===== src/rtl/gbf_flgact_reader_pkg.sv =====
// Shared types and default geometry for the activation-flag global-buffer reader.
package gbf_flgact_reader_pkg;

   typedef enum logic [1:0] {
      ST_IDLE  = 2'd0,
      ST_RUN   = 2'd1,
      ST_DRAIN = 2'd2,
      ST_DONE  = 2'd3
   } state_t;

   localparam int unsigned DEF_SRAM_DEPTH_BIT = 6;
   localparam int unsigned DEF_SRAM_WIDTH     = 28;
   localparam int unsigned DEF_BUF_DEPTH      = 3;

endpackage


===== src/rtl/gbf_flgact_reader_out_fifo.sv =====
// Small synchronous FIFO holding returned flag words (plus last tag) for the output stream.
module flgact_out_fifo #(
   parameter int unsigned DEPTH = 3,
   parameter int unsigned WIDTH = 29
) (
   input  logic                           clk,
   input  logic                           rst_n,
   input  logic                           i_push,
   input  logic [WIDTH-1:0]               i_din,
   input  logic                           i_pop,
   output logic [WIDTH-1:0]               o_dout,
   output logic [$clog2(DEPTH+1)-1:0]     o_count
);

   localparam int unsigned CW = $clog2(DEPTH + 1);
   localparam int unsigned PW = (DEPTH > 1) ? $clog2(DEPTH) : 1;

   logic [WIDTH-1:0] r_mem [DEPTH];
   logic [PW-1:0]    r_wr_ptr;
   logic [PW-1:0]    r_rd_ptr;
   logic [CW-1:0]    r_count;

   function automatic logic [PW-1:0] ptr_inc(input logic [PW-1:0] p);
      return (p == PW'(DEPTH - 1)) ? '0 : p + PW'(1);
   endfunction

   always_ff @(posedge clk or negedge rst_n) begin
      if (!rst_n) begin
         for (int unsigned i = 0; i < DEPTH; i++) r_mem[i] <= '0;
         r_wr_ptr <= '0;
         r_rd_ptr <= '0;
         r_count  <= '0;
      end else begin
         if (i_push) begin
            r_mem[r_wr_ptr] <= i_din;
            r_wr_ptr        <= ptr_inc(r_wr_ptr);
         end
         if (i_pop) r_rd_ptr <= ptr_inc(r_rd_ptr);
         case ({i_push, i_pop})
            2'b10:   r_count <= r_count + CW'(1);
            2'b01:   r_count <= r_count - CW'(1);
            default: r_count <= r_count;
         endcase
      end
   end

   assign o_dout  = r_mem[r_rd_ptr];
   assign o_count = r_count;

endmodule


===== src/rtl/gbf_flgact_reader.sv =====
// Streams cfg_len flag words from the flag RAM to the PE-array decoder, hiding read latency.
module gbf_flgact_reader
   import gbf_flgact_reader_pkg::*;
#(
   parameter int unsigned SRAM_DEPTH_BIT = DEF_SRAM_DEPTH_BIT,
   parameter int unsigned SRAM_DEPTH     = 2 ** SRAM_DEPTH_BIT,
   parameter int unsigned SRAM_WIDTH     = DEF_SRAM_WIDTH,
   parameter int unsigned BUF_DEPTH      = DEF_BUF_DEPTH
) (
   input  logic                        clk,
   input  logic                        rst_n,
   input  logic                        cfg_start,
   input  logic [SRAM_DEPTH_BIT-1:0]   cfg_base_addr,
   input  logic [SRAM_DEPTH_BIT:0]     cfg_len,
   output logic                        busy,
   output logic                        done,
   input  logic                        ram_write_en,
   output logic                        ram_read_en,
   output logic [SRAM_DEPTH_BIT-1:0]   ram_addr_r,
   input  logic [SRAM_WIDTH-1:0]       ram_data_out,
   output logic                        flg_vld,
   input  logic                        flg_rdy,
   output logic [SRAM_WIDTH-1:0]       flg_data,
   output logic                        flg_last
);

   localparam int unsigned AW = SRAM_DEPTH_BIT;
   localparam int unsigned LW = SRAM_DEPTH_BIT + 1;
   localparam int unsigned CW = $clog2(BUF_DEPTH + 1);

   state_t          r_state, w_next_state;
   logic [AW-1:0]   r_rd_addr;
   logic [LW-1:0]   r_remaining;
   logic            r_inflight;
   logic            r_inflight_last;

   logic [CW-1:0]   w_count;
   logic [CW:0]     w_occupancy;
   logic [SRAM_WIDTH:0] w_head;
   logic            w_issue;
   logic            w_issue_last;
   logic            w_pop;
   logic            w_pop_last;
   logic [AW-1:0]   w_addr_inc;

   // Credit includes the read still in flight so the returning word always has a slot.
   assign w_occupancy  = {1'b0, w_count} + {{CW{1'b0}}, r_inflight};
   assign w_issue      = (r_state == ST_RUN) && (r_remaining != '0) && !ram_write_en
                         && (w_occupancy < (CW+1)'(BUF_DEPTH));
   assign w_issue_last = w_issue && (r_remaining == LW'(1));
   assign w_pop        = flg_vld && flg_rdy;
   assign w_pop_last   = w_pop && flg_last;
   assign w_addr_inc   = (r_rd_addr == AW'(SRAM_DEPTH - 1)) ? '0 : r_rd_addr + AW'(1);

   always_comb begin
      w_next_state = r_state;
      case (r_state)
         ST_IDLE:  if (cfg_start) w_next_state = (cfg_len == '0) ? ST_DONE : ST_RUN;
         ST_RUN:   if (w_issue_last) w_next_state = w_pop_last ? ST_DONE : ST_DRAIN;
         ST_DRAIN: if (w_pop_last) w_next_state = ST_DONE;
         ST_DONE:  w_next_state = ST_IDLE;
         default:  w_next_state = ST_IDLE;
      endcase
   end

   always_ff @(posedge clk or negedge rst_n) begin
      if (!rst_n) begin
         r_state         <= ST_IDLE;
         r_rd_addr       <= '0;
         r_remaining     <= '0;
         r_inflight      <= 1'b0;
         r_inflight_last <= 1'b0;
      end else begin
         r_state         <= w_next_state;
         r_inflight      <= w_issue;
         r_inflight_last <= w_issue_last;
         if (r_state == ST_IDLE && cfg_start) begin
            r_rd_addr   <= cfg_base_addr;
            r_remaining <= cfg_len;
         end else if (w_issue) begin
            r_rd_addr   <= w_addr_inc;
            r_remaining <= r_remaining - LW'(1);
         end
      end
   end

   flgact_out_fifo #(
      .DEPTH (BUF_DEPTH),
      .WIDTH (SRAM_WIDTH + 1)
   ) u_out_fifo (
      .clk     (clk),
      .rst_n   (rst_n),
      .i_push  (r_inflight),
      .i_din   ({r_inflight_last, ram_data_out}),
      .i_pop   (w_pop),
      .o_dout  (w_head),
      .o_count (w_count)
   );

   assign busy        = (r_state != ST_IDLE);
   assign done        = (r_state == ST_DONE);
   assign ram_read_en = w_issue;
   assign ram_addr_r  = r_rd_addr;
   assign flg_vld     = (w_count != '0);
   assign flg_data    = w_head[SRAM_WIDTH-1:0];
   assign flg_last    = w_head[SRAM_WIDTH];

endmodule

===== config.mk =====
export PLATFORM = sky130hd
export DESIGN_NAME = gbf_flgact_reader
export DESIGN_NICKNAME = d
export VERILOG_FILES = /design/src/rtl/gbf_flgact_reader_pkg.sv /design/src/rtl/gbf_flgact_reader_out_fifo.sv /design/src/rtl/gbf_flgact_reader.sv
export SDC_FILE = /design/constraint.sdc
export NUM_CORES = 1
export LEC_CHECK = 0
export BUFFER_PORTS_ARGS = -buffer_cell sky130_fd_sc_hd__buf_2
export CAP_MARGIN = 25
export CORE_UTILIZATION = 40
export CTS_BUF_LIST = sky130_fd_sc_hd__clkbuf_8
export CTS_CLUSTER_SIZE = 30
export DETAILED_ROUTE_END_ITERATION = 8
export GPL_ROUTABILITY_DRIVEN = 0
export GPL_TIMING_DRIVEN = 0
export PLACE_DENSITY = 0.62
export RECOVER_POWER = 100
export SYNTH_ARGS = -nofsm -noshare
export SYNTH_HDL_FRONTEND = slang
export SYNTH_HIERARCHICAL = 1
export SYNTH_SLANG_ARGS = --single-unit

===== constraint.sdc =====
create_clock -name clk -period 3.95 [get_ports clk]
set_clock_uncertainty 0.2 [all_clocks]
set_input_delay 1.185 -clock clk [delete_from_list [all_inputs] [get_ports clk]]
set_output_delay 1.185 -clock clk [all_outputs]
set_load 0.02 [all_outputs]

==> results of run 1 <==
placed cells by master, fill, tap and decap left out, types with 4 or more instances in the layout:
cell type | netlist | layout
buf_2 | 9 | 51
nand3_1 | 4 | 4
nor2_1 | 14 | 14
o31ai_1 | 4 | 4
ha_1 | 11 | 11
o21ai_0 | 35 | 35
nand2_1 | 37 | 37
clkbuf_1 | 9 | 49
mux2_1 | 0 | 10
clkbuf_8 | 0 | 10
a31oi_1 | 13 | 13
dfrtp_1 | 110 | 110
mux2_2 | 78 | 78
inv_1 | 8 | 10
clkbuf_2 | 0 | 7
or4_2 | 4 | 4
mux2i_1 | 32 | 32
registers in the layout (all words and copies together), names as in the netlist:
signal               count
ram_addr_r               6
u_out_fifo/o_count       2
r_inflight_last          1
u_out_fifo/r_rd_ptr      2
u_out_fifo/r_wr_ptr      2
r_inflight               1
u_out_fifo/r_mem        87
r_state                  2
r_remaining              7
final timing paths:
path | endpoint | slack [ns] | cells after the start
setup / recovery | ram_read_en | 0.16 | 7
hold / removal | u_out_fifo/r_mem[19] | 0.31 | 1
max in group asynchronous | u_out_fifo/r_mem[66] | 0.63 | 2
hold reg to reg | u_out_fifo/r_mem[19] | 0.31 | 1
min in group asynchronous | u_out_fifo/r_mem[26] | 0.99 | 1
setup reg to reg | ram_addr_r[3] | 1.25 | 6
report_power, final:
| part | total, uW | internal, uW | switching (uW) | leakage [uW] |
|---|---|---|---|---|
| clock network | 643 | 250 | 392 | 0.0000943 |
| logic | 2250 | 972 | 1280 | 0.00122 |
| registers | 2020 | 1680 | 340 | 0.00130 |
| total | 4910 | 2900 | 2010 | 0.00262 |
logic make-up (layout without fill, tap and decap cells):
logic type / count (synthesis) / in the layout
compound gates: 66 / 66
xor+xnor: 4 / 4
simple gates: 79 / 79
flops: 110 / 110
buf+inv: 32 / 133
fa+ha+maj: 11 / 11
mux: 121 / 121
other cells: 0 / 1
per-stage QoR:
stage | worst slack, ns | cells
after floorplan | 0.687 | 423
after global placement | 0.219 | 679
after detailed placement | 0.330 | 680
after CTS | 0.149 | 696
after global routing | 0.0245 | 697
final | 0.159 | 697
layout make-up:
cell class	count	area (um2)
diodes	1	2.50
inverters	9	33.8
flip-flops and latches	110	2750
clock inverters	6	46.3
multi-input cells	281	2300
repair buffers	85	385
plain buffers	23	100
clock buffers	10	138
fillers	1238	6750
well taps	172	215
per-layer routing:
metal | global-route usage (%) | vias up | wire (um)
met4 | 4.30 | 0 | 86
met2 | 31.0 | 80 | 5470
met3 | 4.93 | 7 | 502
li1 | - | 1700 | -
met1 | 22.5 | 1764 | 5270
met5 | 0 | - | 0
==> results.toml, run 1 <==
[timing]
max_slew_margin_pct = -4.61
max_freq_mhz = 264
rsz0062_at_grt = "false"
maxSlewViolCount = 65
final_hold_viol_count = 0
tns_ns = 0
post-route-period-util_pct = 96.0
tightest_slew_ns = 1.57
post-route-min-period_ns = 3.79
setup_viol = 0
hold_ws_ns = 0.307

[power]
p_per_area_nw_per_um2 = 822
peakVddDrop_v = 0.000345
power.leakage_uw = 0.00262
p_total_uw = 4910

[placement]
place_area_um2 = 5920
port_buffers = 84
dpl.hpwl_um = 7930

[setup_path]
critPathBufInv = 3
r2r-start = "u_out_fifo/o_count[0]"
crit_path_cell_trace = "ha_1 > ha_1 > a211oi_4 > o211ai_4 > buf_6 > inv_1 > clkbuf_2"
max_stage_delay_ns = 0.46
critPathMostFrequentCell = "ha_1"
crit_fanout = 10
crit_slowest_cell = "dfrtp_1"
endpoint_kind = "output pin"
crit_family = "compound AO/OA/AOI/OAI gates"
cp-start-kind = "register"
critPathKind = "reg2out"
startpoint = "u_out_fifo/o_count[0]"
worstPathRequired_ns = 2.56
critPathArrivalTime_ns = 2.41

[yosys]
synthAdderAreaFrac_pct = 2.62
ys_seq_area_share_pct = 52.4
ys_types = 42
synth_top_family_by_area = "multiplexers"
synth-seq-cells = 110
yosysTopAreaCell = "dfrtp_1"
synth.area.top_cells = "dfrtp_1 (52%), mux2_2 (17%), mux2i_1 (6.1%)"
avgSynthCellArea_um2 = 12.4
synth_flop_cell = "dfrtp_1"
synth_edf_count = 0
syn-num-nets = 480
yosys.area.top_type_share_pct = 52.4
synth_xor_area_share_pct = 0.667
synth_simple_gate_area_share_pct = 7.39
yosysMostFrequentCell = "dfrtp_1"
async_reset_ff_share_pct = 100
netlist_area_um2 = 5250
synth-compound-area-share_pct = 8.01
muxShareOfSynthArea_pct = 26.0
netlist_instances = 423
synth_commonest_cells = "dfrtp_1 (110), mux2_2 (78), nand2_1 (37)"
ys_warn_count = 6

[global_routing]
grt_antenna_before_repair = 1
track_usage_pct = 18.0
grt_pass1_vias = 3695
overflow = 0
grt_max_degree = 65
grt_pass1_wl_um = 18400

[layout]
utilization_pct = 47.0
drive_gt1_share_pct = 32.3
design_area_um2 = 5980
area_growth_pct = 13.8
nets = 576

[route]
drtIter0Drc = 222
drt_first_pass_iters = 4
finalWirelength_um = 11300
drtAntennaViolNets = 0
routed_via_density = 5.09
wl_per_cell_um = 16.2
vias = 3551
route.detailed.drc = 0

[cts]
clk_path_buf_depth = 2
h-tree-depth = 3
cts_repair_resize_count = 0
cts_tree = "done"
ctsHoldBuffers = 0
cts_made_buffers = 9
cts_num_sinks = 110
clkTransAtPathRegs_ns = 0.10
cts_root_buffer = "clkbuf_8"
clk_latency_ns = 0.38
postCtsSetupBuffers = 0

[floorplan]
die_h_um = 117
start_util_pct = 41.3
core-area_um2 = 12700
row_count = 41
io_pins = 85
fp.dieArea_um2 = 13600
dieWidth_um = 117

[outcome]
status = "finished, violations left"
violations = "max-capacitance violations, max-slew violations"

[run]
maxCapViolCount = 1

[worst_hold_path]
hp-start = "u_out_fifo/r_mem[19]"
hold_path.class = "reg2reg"
No activity file was read; power rests on OpenSTA's default activity.
==> run 2: changes to the inputs <==
--- a/config.mk
+++ b/config.mk
@@ -5,7 +5,7 @@
 export SDC_FILE = /design/constraint.sdc
 export NUM_CORES = 1
 export LEC_CHECK = 0
-export BUFFER_PORTS_ARGS = -buffer_cell sky130_fd_sc_hd__buf_2
+export BUFFER_PORTS_ARGS = -buffer_cell sky130_fd_sc_hd__buf_4
 export CAP_MARGIN = 25
 export CORE_UTILIZATION = 40
 export CTS_BUF_LIST = sky130_fd_sc_hd__clkbuf_8
@@ -15,6 +15,7 @@
 export GPL_TIMING_DRIVEN = 0
 export PLACE_DENSITY = 0.62
 export RECOVER_POWER = 100
+export REMOVE_ABC_BUFFERS = 1
 export SYNTH_ARGS = -nofsm -noshare
 export SYNTH_HDL_FRONTEND = slang
 export SYNTH_HIERARCHICAL = 1
==> run 2 against run 1 <==
Against the previous run: the run still ends with max-capacitance violations, max-slew violations left; fmax is essentially flat; critical path depth shrank 1; combinational power is essentially flat; setup slack gained 0.0036 ns; via count shrank 0.45%; critical endpoint unchanged.
==> results.toml, run 2 (synthesis results as in run 1) <==
[route]
drt_first_pass_iters = 4
drtIter0Drc = 154
drtAntennaViolNets = 0
route.detailed.drc = 0
wl_per_cell_um = 16.4
finalWirelength_um = 11100
vias = 3535
routed_via_density = 5.21

[placement]
port_buffers = 84
post-place-cells = 662
dpl.hpwl_um = 7220
place_area_um2 = 6100

[setup_path]
worstPathRequired_ns = 2.56
endpoint_kind = "output pin"
reg2reg_to = "u_out_fifo/r_mem[65]"
critPathKind = "reg2out"
critPathArrivalTime_ns = 2.40
cp-start-kind = "register"
crit_slowest_cell = "dfrtp_1"
r2r-start = "r_inflight"
reg2regPathDepth = 5
ff2ff_setup_slack_ns = 1.07
critPathMostFrequentCell = "ha_1"
max_stage_delay_ns = 0.46
crit_fanout = 16
crit_path_cell_trace = "ha_1 > ha_1 > a211oi_4 > o211ai_4 > inv_1 > clkbuf_1"

[floorplan]
fp.dieArea_um2 = 13600
start_util_pct = 41.3
io_pins = 85
die_h_um = 117
dieWidth_um = 117
core-area_um2 = 12700
row_count = 41

[timing]
hold_ws_ns = 0.303
setup_viol = 0
maxSlewViolCount = 104
max_slew_margin_pct = -60.7
tightest_slew_ns = 2.41
final_hold_viol_count = 0
post-route-min-period_ns = 3.79
rsz0062_at_grt = "false"
post-route-period-util_pct = 95.9
max_freq_mhz = 264

[power]
p_clk_share_pct = 14.2
seqPwrFrac_pct = 41.4
sw_frac_of_total_pct = 39.8
p_per_area_nw_per_um2 = 822
power.leakage_uw = 0.00267
p_total_uw = 5010
p_int_uw = 3010
p_comb_share_pct = 44.5
power_switching_uw = 2000
peakVddDrop_v = 0.000394

[worst_hold_path]
min_path_cells = 1
hold_path.class = "reg2reg"
min_delay_worst_endpoint = "u_out_fifo/r_mem[21]"
hp-start = "u_out_fifo/r_mem[21]"

[global_routing]
track_usage_pct = 17.9
grt_antenna_before_repair = 0
overflow = 0
grt_pass1_vias = 3713
grt_max_degree = 69
grt_pass1_wl_um = 18500

[layout]
fin_cells = 679
fillers = 1219
drive_gt1_share_pct = 33.7
layout_commonest_cell = "dfrtp_1"
design_area_um2 = 6100
final_cell_mix = "dfrtp_1 (109), mux2_2 (78), buf_4 (44), nand2_1 (37), o21ai_0 (35)"
largest_reg_flops = 87
top_register = "u_out_fifo/r_mem"
nets = 559
multi_input_area_um2 = 2310
regArea_um2 = 2750
area_growth_pct = 16.1
antenna_cells = 0

[cts]
cts_num_sinks = 110
cts_root_buffer = "clkbuf_8"
clkTransAtPathRegs_ns = 0.10
cts_made_buffers = 9
postCtsSetupBuffers = 0
ctsHoldBuffers = 0
cts_tree = "done"
h-tree-depth = 3
cts_repair_resize_count = 0
clk_path_buf_depth = 2
clk_latency_ns = 0.37

[outcome]
status = "finished, violations left"
violations = "max-capacitance violations, max-slew violations"

[run]
maxCapViolCount = 3
[run 2: cell types whose count changed in the layout (fill, tap and decap cells not counted), sizes merged]
| cell | change |
|---|---|
| clkinvlp | -1 |
| clkinv | -1 |
| buf | -5 |
| clkbuf | -12 |
| bufinv | +1 |
| diode | -1 |
| nor2b | +1 |
[run 2: stage by stage]
step / worst slack (ns) / TNS, ns / utilization (%)
after floorplan: 0.127 / 0 / -
after global placement: -1.45 / -66.41 / 47.0
after detailed placement: 0.390 / 0 / 47.9
after CTS: 0.191 / 0 / 49.6
after global routing: 0.00303 / 0 / 47.9
final: 0.163 / 0 / 47.9
[run 2: how the worst max path moves through the flow]
| stage | from | to |
|---|---|---|
| global placement | u_out_fifo/r_rd_ptr[0] | flg_last |
| detailed placement | u_out_fifo/r_rd_ptr[1] | flg_last |
| finish | u_out_fifo/o_count[0] | ram_read_en |
| CTS | u_out_fifo/r_rd_ptr[1] | flg_data[5] |
| floorplan | u_out_fifo/r_rd_ptr[0] | flg_last |
| global route | u_out_fifo/r_rd_ptr[1] | flg_data[5] |
[run 2: cell type report]
class	count	area share, %
repair buffers	90	9.36
inverters	9	0.554
clock buffers	11	2.48
clock inverters	5	0.924
multi-input cells	282	38.0
well taps	172	3.53
flip-flops and latches	110	45.2
[run 2: worst max-delay path: cells and delay by family (launching register included)]
family          cells  cell delay (ns)
flops               1             0.46
fa+ha+maj           2             0.53
buf+inv             2             0.40
compound gates      2             0.64
[run 2: power groups by stage]
stage	combinational [uW]	sequential [uW]	clock [uW]
2_1_floorplan	1620	2060	0
3_3_place_gp	2350	2130	0
3_5_place_dp	2520	2090	0
4_1_cts	2530	2080	743
5_1_grt	2470	2160	790
6_report	2230	2070	709
[run 2: metal layers]
| layer | track usage, % | share of wire, % |
|---|---|---|
| met5 | 0 | 0 |
| met2 | 30.8 | 48 |
| met1 | 22.1 | 46 |
| met3 | 5.76 | 5.3 |
| met4 | 3.80 | 0.77 |
==> run 3: changes to the inputs <==
==> constraint.sdc (replaced) <==
create_clock -name clk -period 3.95 [get_ports clk]
set_clock_uncertainty 0.2 [all_clocks]
set_input_delay 1.185 -clock clk [delete_from_list [all_inputs] [get_ports clk]]
set_output_delay 1.185 -clock clk [all_outputs]
set_load 0.05 [all_outputs]
==> run 3 against run 2 <==
Against the previous run: the run still ends with max-capacitance violations, max-slew violations left; clock-buffer cell count did not move; critical path depth did not move; sequential share of layout area fell by 0.20 points; first-iteration DRC count rose by 6.5%; non-clock buffer count did not move; setup slack got worse by 0.019 ns; fmax fell by 0.51%; global-route usage did not move; via count rose by 0.76%; utilization rose by 0.22 points; final area rose by 0.45%; largest cell class unchanged.
==> results.toml, run 3 (synthesis results as in run 1) <==
[outcome]
status = "finished, violations left"
violations = "max-capacitance violations, max-slew violations"

[timing]
fin_ws_ns = 0.143
tightest_slew_ns = 2.42
max_freq_mhz = 263
post-route-min-period_ns = 3.81
setup_viol = 0
maxSlewViolCount = 104
post-route-period-util_pct = 96.4
max_slew_margin_pct = -61.2
final_hold_viol_count = 0
rsz0062_at_grt = "false"

[worst_hold_path]
min_path_cells = 1
hold_path.class = "reg2reg"
min_delay_worst_endpoint = "u_out_fifo/r_mem[21]"
hp-start = "u_out_fifo/r_mem[21]"

[power]
power.leakage_uw = 0.00272
p_per_area_nw_per_um2 = 929
peakVddDrop_v = 0.000587

[global_routing]
use_met3_pct = 5.76
grt_max_degree = 69
grt_antenna_before_repair = 0
busiest_layer = "met2"
grt_pass1_wl_um = 18500
overflow = 0
track_usage_pct = 17.9
met1_usage_pct = 22.1
grtUsageMet2_pct = 30.8
grt_pass1_vias = 3713

[setup_path]
endpoint_kind = "output pin"
reg2regPathDepth = 5
reg2reg_to = "u_out_fifo/r_mem[65]"
r2r-start = "r_inflight"
crit_slowest_cell = "dfrtp_1"
crit_path_cell_trace = "ha_1 > ha_1 > a211oi_4 > o211ai_4 > inv_1 > clkbuf_4"
ff2ff_setup_slack_ns = 1.05
worstPathRequired_ns = 2.56
critPathMostFrequentCell = "ha_1"
critPathKind = "reg2out"
critPathArrivalTime_ns = 2.42
cp-start-kind = "register"
crit_fanout = 16
max_stage_delay_ns = 0.46

[floorplan]
fp.dieArea_um2 = 13600
die_h_um = 117
core-area_um2 = 12700
row_count = 41
start_util_pct = 41.3
dieWidth_um = 117
io_pins = 85

[cts]
clk_path_buf_depth = 2
h-tree-depth = 3
postCtsSetupBuffers = 0
ctsHoldBuffers = 0
cts_made_buffers = 9
cts_root_buffer = "clkbuf_8"
clkTransAtPathRegs_ns = 0.10
cts_num_sinks = 110
clk_latency_ns = 0.37
cts_tree = "done"

[route]
drtAntennaViolNets = 0
route.detailed.drc = 0
finalWirelength_um = 11100
drt_first_pass_iters = 4
routed_via_density = 5.25
wl_per_cell_um = 16.3
vias = 3562
drtIter0Drc = 164

[layout]
top_register = "u_out_fifo/r_mem"
nets = 559
area_growth_pct = 16.6
largest_reg_flops = 87
layout_commonest_cell = "dfrtp_1"
drive_gt1_share_pct = 36.9
fillers = 1209
antenna_cells = 0
final_cell_mix = "dfrtp_1 (109), mux2_2 (78), buf_4 (44), nand2_1 (37), o21ai_0 (35)"
fin_cells = 679

[run]
maxCapViolCount = 3

[placement]
post-place-cells = 662
dpl.hpwl_um = 7220
dp_slack_ns = 0.332
port_buffers = 84
run 3: what timing repair did:
item                                    4_1_cts  5_1_grt
endpoints found under the setup margin        1        4
gates resized for setup                       0        1
gates cloned                                  1        0
run 3: worst max path at each step:
stage	startpoint	endpoint	slack (ns)	depth (start not counted)
after global placement	u_out_fifo/r_rd_ptr[0]	flg_last	-1.51	4
after floorplan	u_out_fifo/r_rd_ptr[0]	flg_last	-0.17	3
after CTS	u_out_fifo/r_rd_ptr[1]	flg_data[5]	0.13	4
after global routing	u_out_fifo/r_rd_ptr[1]	flg_last	0.02	4
after detailed placement	u_out_fifo/r_rd_ptr[1]	flg_last	0.33	4
final	u_out_fifo/o_count[0]	ram_read_en	0.14	6
run 3: report_power, final:
group	switching [uW]	internal [uW]	leakage [uW]
sequential	398	1680	0.00130
clock	379	328	0.000111
combinational	1870	1040	0.00131
run 3: final cells by class:
cell class,instances,area [um2],area share [%]
inverter,9,33.8,0.552
multi-input combinational,282,2320,37.9
tap,172,215,3.51
clock inverter,5,56.3,0.919
timing repair buffer,90,593,9.69
clock buffer,11,151,2.47
sequential,110,2750,45.0
run 3: routing by layer:
metal  up-vias  wire, um  part of all wire [%]
met3         5       612                   5.5
met2        97      5340                    48
li1       1667         -                     -
met4         0        83                  0.75
met1      1793      5060                    46
met5         -         0                     0
run 3: worst max-delay path: cells and delay by family (launching register included):
family / cells / cell delay [ns]
buffers and inverters: 2 / 0.42
AOI/OAI and AO/OA: 2 / 0.64
adders and majority gates: 2 / 0.53
DFF: 1 / 0.46
run 3: stage by stage:
| step | instance area (um2) | hold slack (ns) | util (%) | power, uW | setup TNS [ns] |
|---|---|---|---|---|---|
| 3_3_place_gp | 5980 | 0.286 | 47.0 | 5140 | -68.08 |
| 5_1_grt | 6120 | 0.327 | 48.1 | 6100 | 0 |
| 4_1_cts | 6310 | 0.317 | 49.6 | 6010 | 0 |
| 3_5_place_dp | 6100 | 0.293 | 47.9 | 5270 | 0 |
| 2_1_floorplan | 5130 | 0.277 | - | 4340 | -3.47 |
| 6_report | 6120 | 0.303 | 48.1 | 5690 | 0 |
